`src/rtl/cache_miss_controller.sv`:
```
// Miss-handling engine for the 8-way, 16-set cache: victim selection, optional
// write-back, fetch or store-data capture, then a one-cycle fill of the arrays.
module cache_miss_controller (
   input  logic        clk,
   input  logic        reset,
   input  logic        miss_req,
   input  logic [31:0] miss_addr,
   input  logic        miss_is_write,
   input  logic [31:0] miss_wdata,
   input  logic [7:0]  valid_vec,
   input  logic [7:0]  dirty_vec,
   output logic [2:0]  victim_way,
   input  logic [25:0] victim_tag,
   input  logic [31:0] victim_data,
   output logic        mem_req,
   output logic        mem_we,
   output logic [31:0] mem_addr,
   output logic [31:0] mem_wdata,
   input  logic        mem_ack,
   input  logic [31:0] mem_rdata,
   output logic        fill_we,
   output logic [3:0]  fill_index,
   output logic [7:0]  fill_way_oh,
   output logic [25:0] fill_tag,
   output logic [3:0]  fill_halt_tag,
   output logic [31:0] fill_data,
   output logic        fill_valid,
   output logic        fill_dirty,
   output logic        busy,
   output logic        done
);

   typedef enum logic [2:0] {
      IDLE, SELECT, WRITEBACK, FETCH, FILL, DONE
   } state_t;

   state_t      state, state_nxt;

   logic [25:0] tag_q;
   logic [3:0]  idx_q;
   logic        wr_q;
   logic [31:0] wdata_q;
   logic [7:0]  valid_q;
   logic [7:0]  dirty_q;
   logic [2:0]  victim_q;
   logic        from_rr_q;
   logic [25:0] vtag_q;
   logic [31:0] vdata_q;
   logic [31:0] rdata_q;
   logic [2:0]  rr_ptr;

   logic [2:0]  sel_victim;
   logic        sel_rr;

   // Lowest-index invalid way wins; the round-robin pointer is the fallback.
   always_comb begin
      // NOTE: every always_comb output gets a default first so no path can infer a latch.
      sel_victim = rr_ptr;
      sel_rr     = 1'b1;
      for (int w = 7; w >= 0; w--) begin
         if (!valid_q[w]) begin
            sel_victim = 3'(w);
            sel_rr     = 1'b0;
         end
      end
   end

   always_ff @(posedge clk) begin
      if (reset) state <= IDLE;
      else       state <= state_nxt;
   end

   always_comb begin
      state_nxt = state;
      case (state)
         IDLE:      if (miss_req) state_nxt = SELECT;
         SELECT: begin
            if (valid_q[sel_victim] && dirty_q[sel_victim]) state_nxt = WRITEBACK;
            else if (wr_q)                                  state_nxt = FILL;
            else                                            state_nxt = FETCH;
         end
         WRITEBACK: if (mem_ack) state_nxt = wr_q ? FILL : FETCH;
         FETCH:     if (mem_ack) state_nxt = FILL;
         FILL:      state_nxt = DONE;
         DONE:      state_nxt = IDLE;
         default:   state_nxt = IDLE;
      endcase
   end

   // Datapath registers are cleared too, so every data/address output reads 0 after reset.
   always_ff @(posedge clk) begin
      // NOTE: sequential state uses non-blocking assignments so all registers update together.
      if (reset) begin
         tag_q     <= '0;
         idx_q     <= '0;
         wr_q      <= 1'b0;
         wdata_q   <= '0;
         valid_q   <= '0;
         dirty_q   <= '0;
         victim_q  <= '0;
         from_rr_q <= 1'b0;
         vtag_q    <= '0;
         vdata_q   <= '0;
         rdata_q   <= '0;
         rr_ptr    <= '0;
      end else begin
         case (state)
            IDLE: if (miss_req) begin
               tag_q   <= miss_addr[31:6];
               idx_q   <= miss_addr[5:2];
               wr_q    <= miss_is_write;
               wdata_q <= miss_wdata;
               valid_q <= valid_vec;
               dirty_q <= dirty_vec;
            end
            SELECT: begin
               victim_q  <= sel_victim;
               from_rr_q <= sel_rr;
               vtag_q    <= victim_tag;
               vdata_q   <= victim_data;
            end
            FETCH: if (mem_ack) rdata_q <= mem_rdata;
            FILL:  if (from_rr_q) rr_ptr <= rr_ptr + 3'd1;
            default: ;
         endcase
      end
   end

   assign victim_way    = (state == SELECT) ? sel_victim : victim_q;
   assign busy          = (state != IDLE);
   assign done          = (state == DONE);

   assign mem_req       = (state == WRITEBACK) || (state == FETCH);
   assign mem_we        = (state == WRITEBACK);
   assign mem_addr      = (state == WRITEBACK) ? {vtag_q, idx_q, 2'b00} : {tag_q, idx_q, 2'b00};
   assign mem_wdata     = vdata_q;

   assign fill_we       = (state == FILL);
   assign fill_index    = idx_q;
   assign fill_way_oh   = fill_we ? (8'd1 << victim_q) : 8'd0;
   assign fill_tag      = tag_q;
   assign fill_halt_tag = tag_q[3:0];
   assign fill_data     = wr_q ? wdata_q : rdata_q;
   assign fill_valid    = fill_we;
   assign fill_dirty    = wr_q;

endmodule

```
`config.mk`:
```
export PLATFORM = sky130hd
export DESIGN_NAME = cache_miss_controller
export DESIGN_NICKNAME = d
export VERILOG_FILES = /design/src/rtl/cache_miss_controller.sv
export SDC_FILE = /design/constraint.sdc
export NUM_CORES = 1
export LEC_CHECK = 0
export CORE_ASPECT_RATIO = 1.75
export CORE_MARGIN = 3
export CORE_UTILIZATION = 44
export CTS_BUF_LIST = sky130_fd_sc_hd__clkbuf_8
export CTS_CLUSTER_SIZE = 30
export DETAILED_ROUTE_END_ITERATION = 8
export MAX_ROUTING_LAYER = met4
export PLACE_DENSITY = 0.83
export SLEW_MARGIN = 20
export SYNTH_ARGS = -nofsm -noshare
export SYNTH_HDL_FRONTEND = slang
export SYNTH_SLANG_ARGS = --single-unit
export TNS_END_PERCENT = 20
```
`constraint.sdc`:
```
create_clock -name clk -period 2.4 [get_ports clk]
set_input_delay 0.48 -clock clk [delete_from_list [all_inputs] [get_ports clk]]
set_output_delay 0.48 -clock clk [all_outputs]
set_load 0.02 [all_outputs]
```
# Word level (Yosys, flattened, before mapping)
# Index checks and enable logic that the tools add are counted.
dict set report classes {
  n_addsub 1
  n_lt_le_gt_ge 1
  eq_ne 8
  n_shift 1
  muxes 30
  reduce_logical 8
}
# cell count
set op_table {}
lappend op_table {{$mux W32} 2}
lappend op_table {{$mux W3} 14}
lappend op_table {{$pmux W3 S5} 1}
lappend op_table {{$mux W1} 10}
lappend op_table {{$mux W8} 1}
lappend op_table {{$shl A1 B3 Y8 const A} 1}
lappend op_table {{$bmux W1 S3} 2}
lappend op_table {{$eq A3 B2 Y1 const B} 2}
lappend op_table {{$eq A3 B3 Y1 const B} 2}
lappend op_table {{$reduce_and A2 Y1} 3}
lappend op_table {{$lt A3 B4 Y1 const B} 1}
lappend op_table {{$ne A2 B2 Y1 const B} 2}
lappend op_table {{$add A3 B1 Y3 const B} 1}
lappend op_table {{$eq A3 B1 Y1 const B} 1}
lappend op_table {{$logic_not A3 Y1} 1}
lappend op_table {{$reduce_and A3 Y1} 1}
lappend op_table {{$reduce_bool A3 Y1} 1}
lappend op_table {{$ne A2 B1 Y1 const B} 1}
lappend op_table {{$logic_and A1 B1 Y1} 1}
lappend op_table {{$logic_or A1 B1 Y1} 1}
dict set report word_totals {
  regBits 179
  in_bits 175
  output_inout_bits 148
  word_cells 62
}

# Depth between registers and ports, before layout
dict set report logic_depth {
  ltp_word 13
  depth_mapped 8
  mapped_depth_nobuf 7
}

# Worst setup path after synthesis
# Ideal clock, no wire load.
dict set report synth_timing {
  path_kind {register -> output}
  start {reg state[2]}
  end {out fill_way_oh[4]}
  t_arrival_ns 1.756
  required_time_ns 1.920
  slack_ns 0.164
  path_stages_with_launch 5
  path_buffers 1
  cell_sequence {dfxtp_1 > clkbuf_1 > nor3b_2 > nand2_1 > nor3_1}
}
dict set report synth_via {
  elab_chain_cells 2
}
# item line_no
set synth_lines {}
lappend synth_lines {{start, declared} 37} ;# state_t state, state_nxt;
lappend synth_lines {{start signal, assigned} 70} ;# else state <= state_nxt;
lappend synth_lines {{$eq A3 B3 Y1} 138} ;# assign fill_we = (state == FILL);
lappend synth_lines {{via fill_valid} 27} ;# output logic fill_valid,
lappend synth_lines {{$mux W8} 140} ;# assign fill_way_oh = fill_we ? (8'd1 << victim_q) : 8'd0;
lappend synth_lines {{end, declared} 23} ;# output logic [7:0] fill_way_oh,
# The timed path passes the listed nets, and every way through them passes these cells.

# Worst setup path after layout
dict set report layout_timing {
  start {reg state[2]}
  end {out mem_addr[25]}
}
dict set report layout_via {
  elab_chain_cells 2
}
# item line_no
set layout_lines {}
lappend layout_lines {{$eq A3 B2 Y1} 135} ;# assign mem_addr = (state == WRITEBACK) ? {vtag_q, idx_q, 2'b00} : {tag_q, idx_q, 2'b00};
lappend layout_lines {{$mux W32} 135}
lappend layout_lines {{end, declared} 17} ;# output logic [31:0] mem_addr,
# Every way passes these cells.

==> impl_metrics.ini <==
[logic_synthesis]
synth-main-ff-cell = dfxtp_1
synthArstFlopShare_pct = 0
netlist_area_um2 = 7340
yosysWarnings = 0
ys_seq_area_share_pct = 48.8
synth.area.top_cells = dfxtp_1 (49%), nand2_1 (18%), a21oi_1 (12%), mux2_2 (9.1%), clkbuf_1 (2.1%)
avgSynthCellArea_um2 = 7.95
yosys.area.top_type_share_pct = 48.8
ys_seq_elements = 179
synthCells = 923
synth_enable_flop_cells = 0
synth_cell_type_count = 43
synth.largest_area_cell = dfxtp_1

[min_path]
hp-class = flip-flop to flip-flop

[sta]
finalCritPeriodShare_pct = 101
fin_ws_ns = -0.0198
holdWs_ns = 0.456
worst_pin_slew_ns = 0.749
fmax_ghz = 0.413
final_hold_viol_count = 0
rsz0062_at_grt = true
skew_ns = 0.0273
drv_slew = 0
setup_violations = 3
slew_headroom_pct = 50.1
fin_crit_ns = 2.42

[global_routing]
grt_usage_pct = 25.9
grt_pass1_wl_um = 37100
gr-total-overflow = 0
grt_pass1_vias = 7256
grt_max_degree = 99
antenna_found_initial = 2

[power_and_ir_drop]
power_w = 0.0101
combPwrFrac_pct = 41.6
ir_drop_v = 0.000587
internal_power_w = 0.00618
p_switching_w = 0.00396
power.share.clock_pct = 19.5
power.density_nw_per_um2 = 915
switching_share_pct = 39.1
seqPwrFrac_pct = 38.8
leakagePower_nw = 4.39

[cts]
cts_buffer_depth = 2
clock_latency_ns = 0.45
cts-root-buf = clkbuf_8
htree_levels = 4
clk_pin_slew_ns = 0.10
cts_buffers = 17
cts_tree = yes
numClockSinks = 179
postCtsHoldBufs = 0

[status]
failed_checks = setup timing
status = finished, violations left

[floorplanning]
io_pins = 323
die_w_um = 104
start_util_pct = 45.6
die_h_um = 177
num_rows = 61
dieArea_um2 = 18300
core_um2 = 16100

[cells_and_area]
drive_above_1_share_pct = 14.5
area_delta_synth_final_pct = 50.9
fillers = 1305
design_area_um2 = 11100
nNetsFinal = 1392
stdcell_count = 1451
final_util_pct = 68.8

[place]
placed_cells_incl_taps = 1409
gp_congestion = 0.862
placed_area_um2 = 10700
place_hpwl_um = 16800
placement.io_buffers = 318

[setup_path]
cp-start-kind = flip-flop
cp.arrival_ns = 1.94
worst-path-buf-inv = 4
path_cells = nand2b_4 > nor2_4 > buf_12 > buf_12 > buf_6 > mux2_4 > buf_6
slowest_stage = dfxtp_2
end_kind = output port
cp.required_ns = 1.92
path_class = flip-flop to output port
path_max_fanout = 7
slowest_delay_ns = 0.32
crit_family = buffers and inverters

[routing]
wl_um = 23900
drt-wirelength-per-cell_um = 16.5
drt_iter0_markers = 287
drc = 0
first_pass_iters = 5
dr_total_vias = 7275
vias_per_cell = 5.01
ant_nets = 0

[flow_run]
max_cap_violations = 0
## layout by cell type (no fill, tap or decap), types with 6 or more instances in the layout
cell type and count:
nor2_1 18, buf_4 20, buf_12 7, buf_6 8, nand3_1 6, a21oi_1 171
clkbuf_8 18, mux2_2 55, nand2_1 356, clkbuf_2 20, dlygate4sd2_1 31, dfxtp_1 175
clkdlybuf4s50_1 244, buf_2 11, inv_1 6
## cells in the mapped netlist (5+ instances only)
cell      count
nor2_1       19
dfxtp_1     179
buf_4        13
nand2_1     357
nand3_1       6
nand2b_1      5
nor3_1        5
buf_2        20
mux2_2       59
clkbuf_1     42
a21oi_1     171
## flip-flops by register name, indices dropped and copies added (netlist names)
name,cells
dirty_q,8
fill_dirty,1
fill_index,4
fill_tag,26
from_rr_q,1
mem_wdata,32
rdata_q,32
rr_ptr,3
state,3
valid_q,8
victim_q,3
vtag_q,26
wdata_q,32
## cell type report
cell class / instances / area (um^2) / area share [%]
Antenna cell: 2 / 5.00 / 0.0452
Clock buffer: 18 / 248 / 2.24
Clock inverter: 14 / 121 / 1.10
Inverter: 4 / 15.0 / 0.136
Multi-Input combinational cell: 664 / 3430 / 31.0
Sequential cell: 179 / 3590 / 32.4
Tap cell: 220 / 275 / 2.48
Timing Repair Buffer: 350 / 3390 / 30.6
## metrics by stage
stage	setup WS (ns)	setup TNS (ns)
final	-0.0198	-0.0542
after CTS	-0.204	-2.52
after detailed placement	0.0525	0
after global routing	-0.100	-0.967
after global placement	0.0845	0
after floorplan	0.164	0
## kinds of logic (layout without fill, tap and decap cells)
group / Yosys count / after routing / share of synthesized area (%)
and+or+nand+nor: 407 / 407 / 21.9
AOI/OAI and AO/OA: 190 / 190 / 14.1
DFF: 179 / 179 / 48.8
buffers and inverters: 81 / 386 / 5.15
muxes: 62 / 62 / 9.53
xor gates and xnor gates: 2 / 2 / 0.239
adders and majority gates: 1 / 1 / 0.170
other: 1 / 4 / 0.0511
## worst paths after layout
check	startpoint	end	slack [ns]	cells after the start
worst max-delay path	state[2]	mem_addr[25]	-0.02	7
worst min-delay path	rdata_q[2]	rdata_q[2]	0.46	2
worst max register to register	valid_q[7]	state[2]	0.49	8
worst min register to register	rdata_q[2]	rdata_q[2]	0.46	2
## power groups by stage
stage                     Clock (W)  Sequential, W  Combinational (W)
final                       0.00198        0.00394            0.00422
after global routing        0.00213        0.00400            0.00458
after CTS                   0.00202        0.00393            0.00424
after detailed placement          0        0.00398            0.00414
after global placement            0        0.00396            0.00408
after floorplan                   0        0.00414            0.00216
## timing repair
| action | CTS | global route |
|---|---|---|
| resized for setup | 135 | 58 |
| pin swaps | 1 | 1 |
| buffers inserted | 4 | 1 |
| cloned | 2 | 1 |
| endpoints found under the setup margin | 73 | 42 |
## metal layers
metal	share of wire [%]	GRT usage (%)
met5	0	-
met4	4.5	13.2
met3	5.8	5.29
met2	52	45.9
met1	37	27.4
## worst min-delay path, cell delays in order, from the launching register on
cell and delay, ns:
dfxtp_1 0.32, nand2_1 0.05, a21oi_1 0.05
Power figures use the tool's default switching activity.
